<file path="src/rtl/sccb_config_ctrl.sv">
// sccb_config_ctrl: OV7670 power-up register loader over the SCCB 2-wire bus.
// Walks a register ROM and sends one 3-phase write {0x42, addr, data} per
// entry. Stalls for DELAY_CYC on a 0xF0F0 entry and stops at 0xFFFF.
// Optional build macro SCCB_ACK_CHECK_EN: samples siod_i in the don't-care
// slots and raises a sticky err on a NACK (1).
// Handshake: start is a one-cycle pulse. It is accepted only in DONE and is
// ignored in every other state; busy/done report whether the loader owns the bus.
module sccb_config_ctrl #(
    parameter int CLK_HZ    = 50000000,
    parameter int SCCB_HZ   = 100000,
    parameter int BOOT_CYC  = 50000,
    parameter int DELAY_CYC = 500000,
    parameter int GAP_QTR   = 8
) (
    input  logic       clk_50,
    input  logic       rst,
    input  logic       start,
    output logic       sioc,
    output logic       siod_o,
    output logic       siod_oe,
    input  logic       siod_i,
    output logic       busy,
    output logic       done,
    output logic       err,
    output logic [2:0] state_dbg
);

    localparam int QDIV = CLK_HZ / (4 * SCCB_HZ);
    localparam int QW   = $clog2(QDIV + 1);
    localparam int CMAX = (BOOT_CYC > DELAY_CYC) ? BOOT_CYC : DELAY_CYC;
    localparam int CW   = $clog2(CMAX + 1);
    localparam int TW   = $clog2(GAP_QTR + 4);
    localparam int IW   = 3;

    localparam logic [TW-1:0] T0 = TW'(0);
    localparam logic [TW-1:0] T1 = TW'(1);
    localparam logic [TW-1:0] T3 = TW'(3);

    typedef enum logic [2:0] {
        BOOT_WAIT, FETCH, START, BITS, STOP, GAP, DELAY, DONE
    } state_t;

    state_t        state, state_d;
    logic [IW-1:0] idx, idx_d;
    logic [CW-1:0] cnt, cnt_d;
    logic [QW-1:0] qcnt, qcnt_d;
    logic [TW-1:0] tq, tq_d;
    logic [4:0]    slot, slot_d;
    logic [26:0]   sr, sr_d;
    logic          sioc_d, siod_oe_d;
    logic [15:0]   entry;
    logic          tick;

    // Register table: {addr, data}; 0xF0F0 = delay, 0xFFFF = end of table.
    always_comb begin
        entry = 16'hFFFF;
        case (idx)
            3'd0: entry = 16'h1280;  // COM7 soft reset
            3'd1: entry = 16'hF0F0;  // settle after soft reset
            3'd2: entry = 16'h1204;  // COM7 RGB output
            3'd3: entry = 16'h40D0;  // COM15 RGB565, full range
            3'd4: entry = 16'h3A04;  // TSLB output sequence
            3'd5: entry = 16'h8C00;  // RGB444 off
            3'd6: entry = 16'h1100;  // CLKRC no prescale
            default: entry = 16'hFFFF;
        endcase
    end

    assign tick      = (qcnt == QW'(QDIV - 1));
    assign siod_o    = 1'b0;
    assign busy      = (state != DONE);
    assign done      = (state == DONE);
    assign state_dbg = state;

    // Next-state and bus sequencing; timers restart on every state change.
    always_comb begin
        state_d   = state;
        idx_d     = idx;
        cnt_d     = cnt + CW'(1);
        qcnt_d    = tick ? '0 : qcnt + QW'(1);
        tq_d      = tick ? tq + TW'(1) : tq;
        slot_d    = slot;
        sr_d      = sr;
        sioc_d    = sioc;
        siod_oe_d = siod_oe;
        case (state)
            BOOT_WAIT: if (cnt == CW'(BOOT_CYC - 1)) state_d = FETCH;
            FETCH: begin
                if (entry == 16'hFFFF) state_d = DONE;
                else if (entry == 16'hF0F0) state_d = DELAY;
                else begin
                    // A 1 in each ninth slot releases siod for the slave's bit.
                    sr_d    = {8'h42, 1'b1, entry[15:8], 1'b1, entry[7:0], 1'b1};
                    slot_d  = 5'd0;
                    state_d = START;
                end
            end
            START: if (tick) begin
                if (tq == T0) siod_oe_d = 1'b1;
                else begin
                    sioc_d  = 1'b0;
                    state_d = BITS;
                end
            end
            BITS: if (tick) begin
                if (tq == T0) siod_oe_d = ~sr[26];
                else if (tq == T1) sioc_d = 1'b1;
                else if (tq == T3) begin
                    sioc_d = 1'b0;
                    tq_d   = '0;
                    if (slot == 5'd26) state_d = STOP;
                    else begin
                        slot_d = slot + 5'd1;
                        sr_d   = {sr[25:0], 1'b0};
                    end
                end
            end
            STOP: if (tick) begin
                if (tq == T0) siod_oe_d = 1'b1;
                else if (tq == T1) sioc_d = 1'b1;
                else begin
                    siod_oe_d = 1'b0;
                    state_d   = GAP;
                end
            end
            GAP: if (tick && tq == TW'(GAP_QTR - 1)) begin
                idx_d   = idx + IW'(1);
                state_d = FETCH;
            end
            DELAY: if (cnt == CW'(DELAY_CYC - 1)) begin
                idx_d   = idx + IW'(1);
                state_d = FETCH;
            end
            DONE: if (start) begin
                idx_d   = '0;
                state_d = FETCH;
            end
            default: state_d = BOOT_WAIT;
        endcase
        if (state_d != state) begin
            cnt_d  = '0;
            qcnt_d = '0;
            tq_d   = '0;
        end
    end

    // State, timers and registered bus outputs; reset releases the bus at once.
    always_ff @(posedge clk_50 or negedge rst) begin
        if (!rst) begin
            state   <= BOOT_WAIT;
            idx     <= '0;
            cnt     <= '0;
            qcnt    <= '0;
            tq      <= '0;
            slot    <= '0;
            sr      <= '0;
            sioc    <= 1'b1;
            siod_oe <= 1'b0;
        end else begin
            state   <= state_d;
            idx     <= idx_d;
            cnt     <= cnt_d;
            qcnt    <= qcnt_d;
            tq      <= tq_d;
            slot    <= slot_d;
            sr      <= sr_d;
            sioc    <= sioc_d;
            siod_oe <= siod_oe_d;
        end
    end

`ifdef SCCB_ACK_CHECK_EN
    logic err_q;
    logic ack_slot;

    assign ack_slot = (slot == 5'd8) || (slot == 5'd17) || (slot == 5'd26);
    assign err      = err_q;

    // Sticky NACK flag: sampled mid-high of each ack slot, cleared by an accepted start.
    always_ff @(posedge clk_50 or negedge rst) begin
        if (!rst) err_q <= 1'b0;
        else if (state == DONE && start) err_q <= 1'b0;
        else if (state == BITS && tick && tq == TW'(2) && ack_slot && siod_i) err_q <= 1'b1;
    end
`else
    logic unused_siod_i;

    assign unused_siod_i = siod_i;
    assign err           = 1'b0;
`endif

endmodule

</file>
<file path="config.mk">
export PLATFORM = sky130hd
export DESIGN_NAME = sccb_config_ctrl
export DESIGN_NICKNAME = d
export VERILOG_FILES = /design/src/rtl/sccb_config_ctrl.sv
export SDC_FILE = /design/constraint.sdc
export NUM_CORES = 1
export LEC_CHECK = 0
export CAP_MARGIN = 0
export CORE_MARGIN = 1.5
export CORE_UTILIZATION = 55
export CTS_CLUSTER_SIZE = 20
export DETAILED_ROUTE_END_ITERATION = 10
export HOLD_SLACK_MARGIN = 0.05
export PLACE_DENSITY = 0.76
export SLEW_MARGIN = 40
export SYNTH_ARGS = -nofsm -noshare
export SYNTH_HDL_FRONTEND = slang
export SYNTH_SLANG_ARGS = --single-unit
</file>
<file path="constraint.sdc">
create_clock -name clk_50 -period 2.7 [get_ports clk_50]
set_input_delay 0.54 -clock clk_50 [delete_from_list [all_inputs] [get_ports clk_50]]
set_output_delay 0.54 -clock clk_50 [all_outputs]
set_load 0.1 [all_outputs]
</file>
==> flow_summary.toml <==
[outcome]
status = "finished, final reports clean"

[synthesis]
yosys-top-cells-count = "dfrtp_1 (69), nand2_1 (67), o21ai_0 (36), nor3_1 (31), nor2_1 (28)"
syn_avg_cell_area_sq_um = 9.065
async_reset_ff_share_pct = 100.0
syn-instance-count = 424
ys.flop_type = "dfrtp_1"
ys_seq_area_share_pct = 45.61
ys.warnings.count = 0
yosys-top-cells-area = "dfrtp_1 (45%), nand2_1 (6.5%), o21ai_0 (4.7%), ha_1 (4.6%), nor3_1 (4.0%)"
syn_area_sq_mm = 0.003844
synth_edf_count = 0
synth_top_area_cell = "dfrtp_1"
ys_ff_latch = 70
yosysTopAreaCellShare_pct = 44.92
synth_most_common_cell = "dfrtp_1"
synth_cell_types = 53

[grt]
track_usage_pct = 23.03
grt_pass1_vias = 2918
antenna_found_initial = 0
grt-ovfl-total = 0
grt_pass1_wl_um = 13520
grt_max_degree = 54

[place]
place_congestion = 0.8472
dpl.hpwl_um = 5200
dp_slack_ps = 47.32
numPortBuffers = 9

[timing]
setup_ws_ps = 71.11
fmax_mhz = 380.4
tightestPinTransition_ps = 505.7
setup_viol = 0
maxSlewViolCount = 0
slew_headroom_pct = 66.06
fin_crit_sh_pct = 97.37
hold_violations = 0
min_period_ps = 2629
clock_skew_ps = 8.924
fin_setup_tns_ps = 0
rsz0062_at_grt = "false"

[clock_tree]
cts_inserted_buffers = 9
holdBufCountCts = 0
clockBufferDepth = 2
cts_root_buffer = "clkbuf_8"
clock_sinks = 70
cts_tree = "yes"
clk_pin_slew_ps = 70
clock_latency_ps = 340
cts_htree_levels = 3

[die]
die_area_sq_mm = 0.007499
die_h_um = 86.60
start_util_pct = 56.89
num_rows = 30
die_w_um = 86.60
io_pins = 13
fp.coreArea_sq_mm = 0.006756

[pwr]
power_density_mw_per_mm2 = 438.7
p_leak_nw = 1.880
peakVddDrop_mv = 0.2565

[critical_path]
cpMaxStageDelayCell = "or4b_4"
critPathCaptureType = "register"
crit_required_ps = 2950
startpoint_type = "register"
cp.arrival_ps = 2870
worst-path-buf-inv = 0
path_class = "register to register"
crit_chain = "ha_1 -> or4b_4 -> o41ai_4 -> and4_2 -> mux2_4 -> nor4_4"
r2r-start = "tq[0]"
cp_top_family = "simple AND/OR/NAND/NOR gates"
slowest_delay_ps = 520
r2r_slack_ps = 70
reg2reg_to = "qcnt[3]"
worst-path-max-fanout = 8
rr_worst_depth = 6

[min_path]
min_path_type = "input pin to asynchronous set/reset pin"

[drt]
drcViolationCount = 0
routed_wl_um = 7932
drt-vias-per-instance = 5.798
initialDrtViolationCount = 180
wire_per_inst_um = 14.94
dr.pass1.iters = 4
num_vias = 3079
ant_nets = 0

[finish]
regArea_sq_mm = 0.001758
nFillCells = 536
drive_gt1_share_pct = 16.19
area_growth_pct = 13.67
nets = 465
diodes = 0
multi_input_area_sq_mm = 0.001989

[flow_run]
maxCapViolations = 0
layer usage:
metal	track usage, %	share of wire [%]
met2	35.16	46
met4	7.478	1.3
met3	5.714	2.8
met5	0	0
met1	32.30	50
worst reg2reg max path: cells and delay by family, from the launching register on:
kind / cells / cell delay [ps]
adder cells (fa/ha/maj): 1 / 260
AND/OR/NAND/NOR: 3 / 1180
flip-flops: 1 / 450
multiplexers: 1 / 400
AO/OA/AOI/OAI: 1 / 250
timing repair:
item,CTS,global route
endpoints found under the setup margin,1,52
cloned,1,1
gates resized for setup,1,8
setup buffers,0,1
power by group:
group	switching (mW)	internal [mW]	total [mW]	leakage, nW
sequential	0	1.05	1.05	0.931
clock	0.388	0.444	0.832	0.0952
combinational	0.0325	0.00475	0.0372	0.853
total	0.420	1.50	1.92	1.88
cells by family after synthesis:
| logic type | Yosys count | share of synthesized area, % |
|---|---|---|
| xor gates and xnor gates | 25 | 5.697 |
| muxes | 1 | 0.3905 |
| other | 1 | 0.09756 |
| DFF | 70 | 45.61 |
| AOI/OAI and AO/OA | 81 | 12.96 |
| and+or+nand+nor | 193 | 26.30 |
| buffers and inverters | 39 | 4.394 |
| adders and majority gates | 14 | 4.557 |
per-stage QoR:
| stage | instance area (sq um) | hold WS (ps) | total power, mW | std cells | util (%) |
|---|---|---|---|---|---|
| 2_1_floorplan | 3867 | 244.4 | 1.083 | 425 | - |
| 3_3_place_gp | 4116 | 458.6 | 1.107 | 513 | 60.93 |
| 3_5_place_dp | 4116 | 467.3 | 1.107 | 513 | 60.93 |
| 4_1_cts | 4318 | 123.1 | 1.940 | 529 | 63.91 |
| 5_1_grt | 4369 | 158.6 | 1.980 | 531 | 64.67 |
| 6_report | 4369 | 124.8 | 1.917 | 531 | 64.67 |
state kept, by name (all words and copies together), names as in the netlist:
signal / flops
idx: 3
cnt: 19
sioc: 1
siod_oe: 1
state_dbg: 3
tq: 4
sr: 27
qcnt: 7
slot: 5
how the worst max path moves through the flow:
| stage | startpoint | slack [ps] | end | cells after the start |
|---|---|---|---|---|
| after CTS | tq[0] | 8 | qcnt[3] | 6 |
| after global placement | idx[0] | 90 | sr[13] | 9 |
| final | tq[0] | 70 | qcnt[3] | 6 |
| after global routing | idx[1] | 3 | slot[3] | 11 |
| after detailed placement | idx[1] | 50 | sr[14] | 9 |
| after floorplan | idx[0] | 30 | qcnt[2] | 10 |
placed cells by master (no fill, tap or decap), drive strengths merged, types with 3 or more instances in the layout:
master / n
a21o: 3
a21oi: 18
and2: 3
and3: 7
buf: 31
clkbuf: 11
dfrtp: 69
ha: 14
inv: 15
mux2: 3
nand2: 67
nand3: 11
nand3b: 3
nand4: 9
nand4b: 3
nor2: 28
nor2b: 4
nor3: 31
nor4: 8
o21ai: 38
o22ai: 8
o31ai: 4
or2: 4
or3: 4
xnor2: 16
xor2: 9
area by class of cell:
| class | instances | area share, % |
|---|---|---|
| sequential | 70 | 40.23 |
| tap | 80 | 2.291 |
| clock buffer | 11 | 3.236 |
| clock inverter | 4 | 1.088 |
| timing repair buffer | 32 | 6.157 |
| multi-input combinational | 318 | 45.53 |
| inverter | 16 | 1.460 |
Power figures use the tool's default switching activity.
